--- config.mk ---
export PLATFORM = sky130hd
export DESIGN_NAME = horner_engine
export DESIGN_NICKNAME = d
export VERILOG_FILES = /design/src/rtl/horner_engine.sv
export SDC_FILE = /design/constraint.sdc
export NUM_CORES = 2
export LEC_CHECK = 0
export ABC_CLOCK_PERIOD_IN_PS = 15700
export CELL_PAD_IN_SITES_DETAIL_PLACEMENT = 0
export CELL_PAD_IN_SITES_GLOBAL_PLACEMENT = 1
export CORE_MARGIN = 2
export CORE_UTILIZATION = 41
export DETAILED_ROUTE_END_ITERATION = 8
export GPL_TIMING_DRIVEN = 0
export HOLD_SLACK_MARGIN = 0.08
export PLACE_DENSITY = 0.7
export SYNTH_ARGS = -nofsm -noshare
export SYNTH_HDL_FRONTEND = slang
export SYNTH_SLANG_ARGS = --single-unit
--- constraint.sdc ---
create_clock -name clk_n -period 15.7 [get_ports clk_n]
set_input_delay 3.14 -clock clk_n [delete_from_list [all_inputs] [get_ports clk_n]]
set_output_delay 3.14 -clock clk_n [all_outputs]
set_load 0.02 [all_outputs]
--- src/rtl/horner_engine.sv ---
// Fixed-point polynomial evaluator: Horner iteration on one shared multiplier and adder.
// Define HORNER_SAT_EN to clamp overflowing narrowings instead of wrapping them.
module horner_engine #(
    parameter int WIDTH = 32,
    parameter int FRAC  = 16,
    parameter int ORDER = 4
) (
    input  logic             clk_n,
    input  logic             rst_n,
    input  logic             coeff_we,
    input  logic [3:0]       coeff_addr,
    input  logic [WIDTH-1:0] coeff_wdata,
    input  logic             in_valid,
    output logic             in_ready,
    input  logic [WIDTH-1:0] signal,
    output logic             out_valid,
    input  logic             out_ready,
    output logic [WIDTH-1:0] result,
    output logic             ovf
);

    localparam int W2 = 2 * WIDTH;
    localparam logic signed [WIDTH-1:0] SAT_MAX = {1'b0, {(WIDTH-1){1'b1}}};
    localparam logic signed [WIDTH-1:0] SAT_MIN = {1'b1, {(WIDTH-1){1'b0}}};

    typedef enum logic [1:0] {IDLE, MUL, ADD, DONE} state_t;

    state_t state, state_next;

    logic signed [WIDTH-1:0] x;
    logic signed [WIDTH-1:0] acc;
    logic signed [WIDTH-1:0] prod;
    logic signed [WIDTH-1:0] res_q;
    logic signed [WIDTH-1:0] coeff_k;
    logic signed [WIDTH-1:0] coeff [0:ORDER];
    logic [3:0]              k;
    logic                    ovf_q;

    logic signed [W2-1:0]    full;
    logic signed [W2-1:0]    shifted;
    logic                    mul_lost;
    logic signed [WIDTH-1:0] mul_narrow;
    logic [WIDTH:0]          sum;
    logic                    add_lost;
    logic signed [WIDTH-1:0] add_narrow;
    logic                    coeff_open;

    // Shared datapath: both the multiply and the add are narrowed here, with loss detection
    always_comb begin
        full     = W2'(acc) * W2'(x);
        shifted  = full >>> FRAC;
        mul_lost = !((&shifted[W2-1:WIDTH-1]) || !(|shifted[W2-1:WIDTH-1]));
`ifdef HORNER_SAT_EN
        mul_narrow = mul_lost ? (shifted[W2-1] ? SAT_MIN : SAT_MAX) : shifted[WIDTH-1:0];
`else
        mul_narrow = shifted[WIDTH-1:0];
`endif
        coeff_k = '0;
        for (int i = 0; i <= ORDER; i++) begin
            if (k == 4'(i)) coeff_k = coeff[i];
        end
        sum      = {prod[WIDTH-1], prod} + {coeff_k[WIDTH-1], coeff_k};
        add_lost = sum[WIDTH] ^ sum[WIDTH-1];
`ifdef HORNER_SAT_EN
        add_narrow = add_lost ? (sum[WIDTH] ? SAT_MIN : SAT_MAX) : sum[WIDTH-1:0];
`else
        add_narrow = sum[WIDTH-1:0];
`endif
        coeff_open = coeff_we && (coeff_addr <= 4'(ORDER)) &&
                     ((state == IDLE) || (state == DONE));
    end

    always_ff @(negedge clk_n or negedge rst_n) begin
        if (!rst_n) state <= IDLE;
        else        state <= state_next;
    end

    always_comb begin
        state_next = state;
        in_ready   = 1'b0;
        out_valid  = 1'b0;
        case (state)
            IDLE: begin
                in_ready = 1'b1;
                if (in_valid) state_next = MUL;
            end
            MUL:  state_next = ADD;
            ADD:  state_next = (k == 4'd0) ? DONE : MUL;
            DONE: begin
                out_valid = 1'b1;
                if (out_ready) state_next = IDLE;
            end
            default: state_next = IDLE;
        endcase
    end

    // Accepting reads coeff[ORDER] before any same-edge write lands, so the old value is used
    always_ff @(negedge clk_n or negedge rst_n) begin
        if (!rst_n) begin
            x     <= '0;
            acc   <= '0;
            prod  <= '0;
            res_q <= '0;
            k     <= '0;
            ovf_q <= 1'b0;
            for (int i = 0; i <= ORDER; i++) coeff[i] <= '0;
        end else begin
            for (int i = 0; i <= ORDER; i++) begin
                if (coeff_open && (coeff_addr == 4'(i))) coeff[i] <= coeff_wdata;
            end
            case (state)
                IDLE: begin
                    if (in_valid) begin
                        x     <= signal;
                        acc   <= coeff[ORDER];
                        k     <= 4'(ORDER - 1);
                        ovf_q <= 1'b0;
                    end
                end
                MUL: begin
                    prod <= mul_narrow;
                    if (mul_lost) ovf_q <= 1'b1;
                end
                ADD: begin
                    acc <= add_narrow;
                    if (add_lost) ovf_q <= 1'b1;
                    if (k == 4'd0) res_q <= add_narrow;
                    else           k     <= k - 4'd1;
                end
                default: ;
            endcase
        end
    end

    assign result = res_q;
    assign ovf    = ovf_q;

endmodule
==> flow_summary_export.csv <==
group,metric,value,unit
outcome,status,"finished clean",
global_route,grt_max_degree,102,
timing,rsz0062_at_grt,"no",
yosys,ys_ff_latch,295,
final_layout,drive_above_1_share,7.11,%
routing,drcViolationCount,0,
critical_path,crit_type,"flip-flop to output port",
timing,clock_skew,0.0362,ns
routing,wl,178000,um
critical_path,crit_required,12.56,ns
cts,cts_tree,"done",
run,maxCapViolCount,0,
cts,cts_sinks,295,
final_layout,final_nets,6464,
floorplan,die_width,353,um
cts,clk_pin_slew_worst_paths,0.04,ns
global_route,grt_pass1_wl,269000,um
yosys,synth_edf_count,0,
timing,slew_headroom,11.3,%
global_route,antenna_found_initial,7,
critical_path,rrSetupSlack,3.95,ns
yosys,yosysTopAreaCell,"fa_1",
floorplan,ios,108,
routing,first_pass_iters,5,
place,place_congestion,1.02,
critical_path,start_kind,"flip-flop",
place,placed_area,53000,sq um
yosys,ys.flop_type,"dfrtn_1",
yosys,syn_nets,6312,
yosys,syn_area,49900,sq um
routing,wl_per_cell,26.5,um
routing,dr.first_iter.drc_count,3170,
critical_path,cp-end-kind,"output port",
critical_path,reg2reg_depth,29,
yosys,synth_top_cell_area_share,43.4,%
yosys,yosysWarnings,0,
cts,cts_root_buf,"clkbuf_16",
floorplan,dieArea,124000,sq um
final_layout,fillers,11700,
place,place_inst,6658,
floorplan,core_area,120000,sq um
yosys,yosysUniqueCellTypes,84,
hold_path,holdCritPathClass,"flip-flop to flip-flop",
critical_path,worstPathArrival,9.98,ns
critical_path,cp_max_fo,6,
global_route,track_usage,29.6,%
timing,setup_violations,0,
routing,vias,36500,
global_route,grt_pass1_vias,39200,
cts,clock_path_buffers,3,
timing,slew_viol_final,0,
yosys,syn_area_per_cell,10.1,sq um
yosys,synthArstFlopShare,100,%
place,io_buffers,107,
global_route,grt.overflow.total,0,
floorplan,initial_utilization,41.4,%
yosys,syn_inst,4936,
hold_path,min_path_cells,1,
final_layout,final_cell_count_no_fill,6738,
cts,cts_resized,0,
cts,post-cts-setup-buffers,0,
floorplan,die_y,353,um
floorplan,num_rows,127,
cts,numCtsBuffers,40,
cts,htreeDepth,2,
cts,cts-hold-fix-buffers,0,
yosys,ys_top_cells_by_area,"fa_1 (43%), dfrtn_1 (15%), inv_1 (7.2%), and2_1 (6.6%), mux2_2 (5.6%)",
cts,insertion_delay,0.62,ns
routing,drtAntennaViolNets,0,
final_layout,design_area,54500,sq um
timing,finalHoldViolations,0,
yosys,seq_area_frac_synth,14.8,%
yosys,yosysMostFrequentCell,"fa_1",
place,hpwl,151000,um
routing,avgViaCountPerCell,5.42,
yosys,netlist_top_cells_count,"fa_1 (1082), inv_1 (953), nand2_1 (560)",
timing,tightestPinTransition,1.33,ns
final_layout,area_delta_synth_final,9.33,%
==> final cells by class <==
| type | instances | area, sq um | share of cell area [%] |
|---|---|---|---|
| Buffer | 278 | 1090 | 2.00 |
| Clock inverter | 23 | 379 | 0.696 |
| Inverter | 953 | 3580 | 6.56 |
| Timing Repair Buffer | 110 | 1160 | 2.13 |
| Clock buffer | 50 | 1080 | 1.98 |
| Sequential cell | 295 | 7380 | 13.5 |
| Multi-Input combinational cell | 3410 | 37800 | 69.4 |
| Tap cell | 1612 | 2020 | 3.70 |
| Antenna cell | 7 | 17.5 | 0.0321 |
==> layer usage <==
metal / vias to the layer above / track usage [%] / wire length, um
met2: 1436 / 46.4 / 80400
met3: 335 / 4.39 / 12900
met1: 19400 / 41.3 / 76100
met4: 4 / 12.1 / 8890
met5: - / 0 / 28
li1: 15300 / - / -
==> through the flow <==
stage / TNS, ns / util [%] / hold WS, ns / setup slack (ns)
2_1_floorplan: 0 / - / 0.422 / 3.54
3_3_place_gp: -3057.12 / 44.0 / 0.428 / -10.44
3_5_place_dp: 0 / 44.1 / 0.437 / 1.88
4_1_cts: 0 / 45.3 / 0.447 / 2.53
5_1_grt: 0 / 45.3 / 0.454 / 2.45
6_report: 0 / 45.3 / 0.444 / 2.58
==> logic make-up (layout without fill, tap and decap cells) <==
group | after synthesis | after routing | synth area share, %
AO/OA/AOI/OAI | 446 | 446 | 5.98
XOR/XNOR | 90 | 90 | 1.58
adder cells (fa/ha/maj) | 1303 | 1303 | 49.0
buffers and inverters | 1231 | 1414 | 9.36
flip-flops | 295 | 295 | 14.8
multiplexers | 278 | 278 | 6.21
other | 0 | 7 | 0
AND/OR/NAND/NOR | 1293 | 1293 | 13.1
==> cell usage in the layout (no fill, tap or decap), types with 40 or more instances in the layout <==
cell / count
dfrtn_1: 295
xnor2_1: 61
and2_1: 528
mux2_2: 250
nand2_1: 560
nor2_1: 76
clkdlybuf4s50_1: 106
o21ai_0: 149
fa_1: 1082
ha_1: 221
clkbuf_1: 254
clkbuf_16: 40
inv_1: 953
a21oi_1: 86
==> worst max-delay path: stages (launching register included) <==
cell             delay (ns)
dfrtn_1                0.39
inv_1                  0.10
ha_1                   0.35
clkdlybuf4s50_1        0.68
==> worst paths after layout <==
check	start	end
max in group asynchronous	rst_n	coeff[38]$_DFFE_NN0P_
worst max-delay path	state[0]$_DFFE_NN0P_	in_ready
worst min register to register	coeff[72]$_DFFE_NN0P_	coeff[72]$_DFFE_NN0P_
min in group asynchronous	rst_n	x[25]$_DFFE_NN0P_
worst min-delay path	coeff[72]$_DFFE_NN0P_	coeff[72]$_DFFE_NN0P_
worst max register to register	x[8]$_DFFE_NN0P_	ovf$_DFFE_NN0P_
==> sequential cells by signal, summed over array words and instances, names as in the netlist <==
signal,cells
acc,32
coeff,160
k,4
ovf,1
prod,32
result,32
state,2
x,32
Power is not shown: default switching activity piles up to over one toggle a cycle in this logic, so the estimate is an artifact.
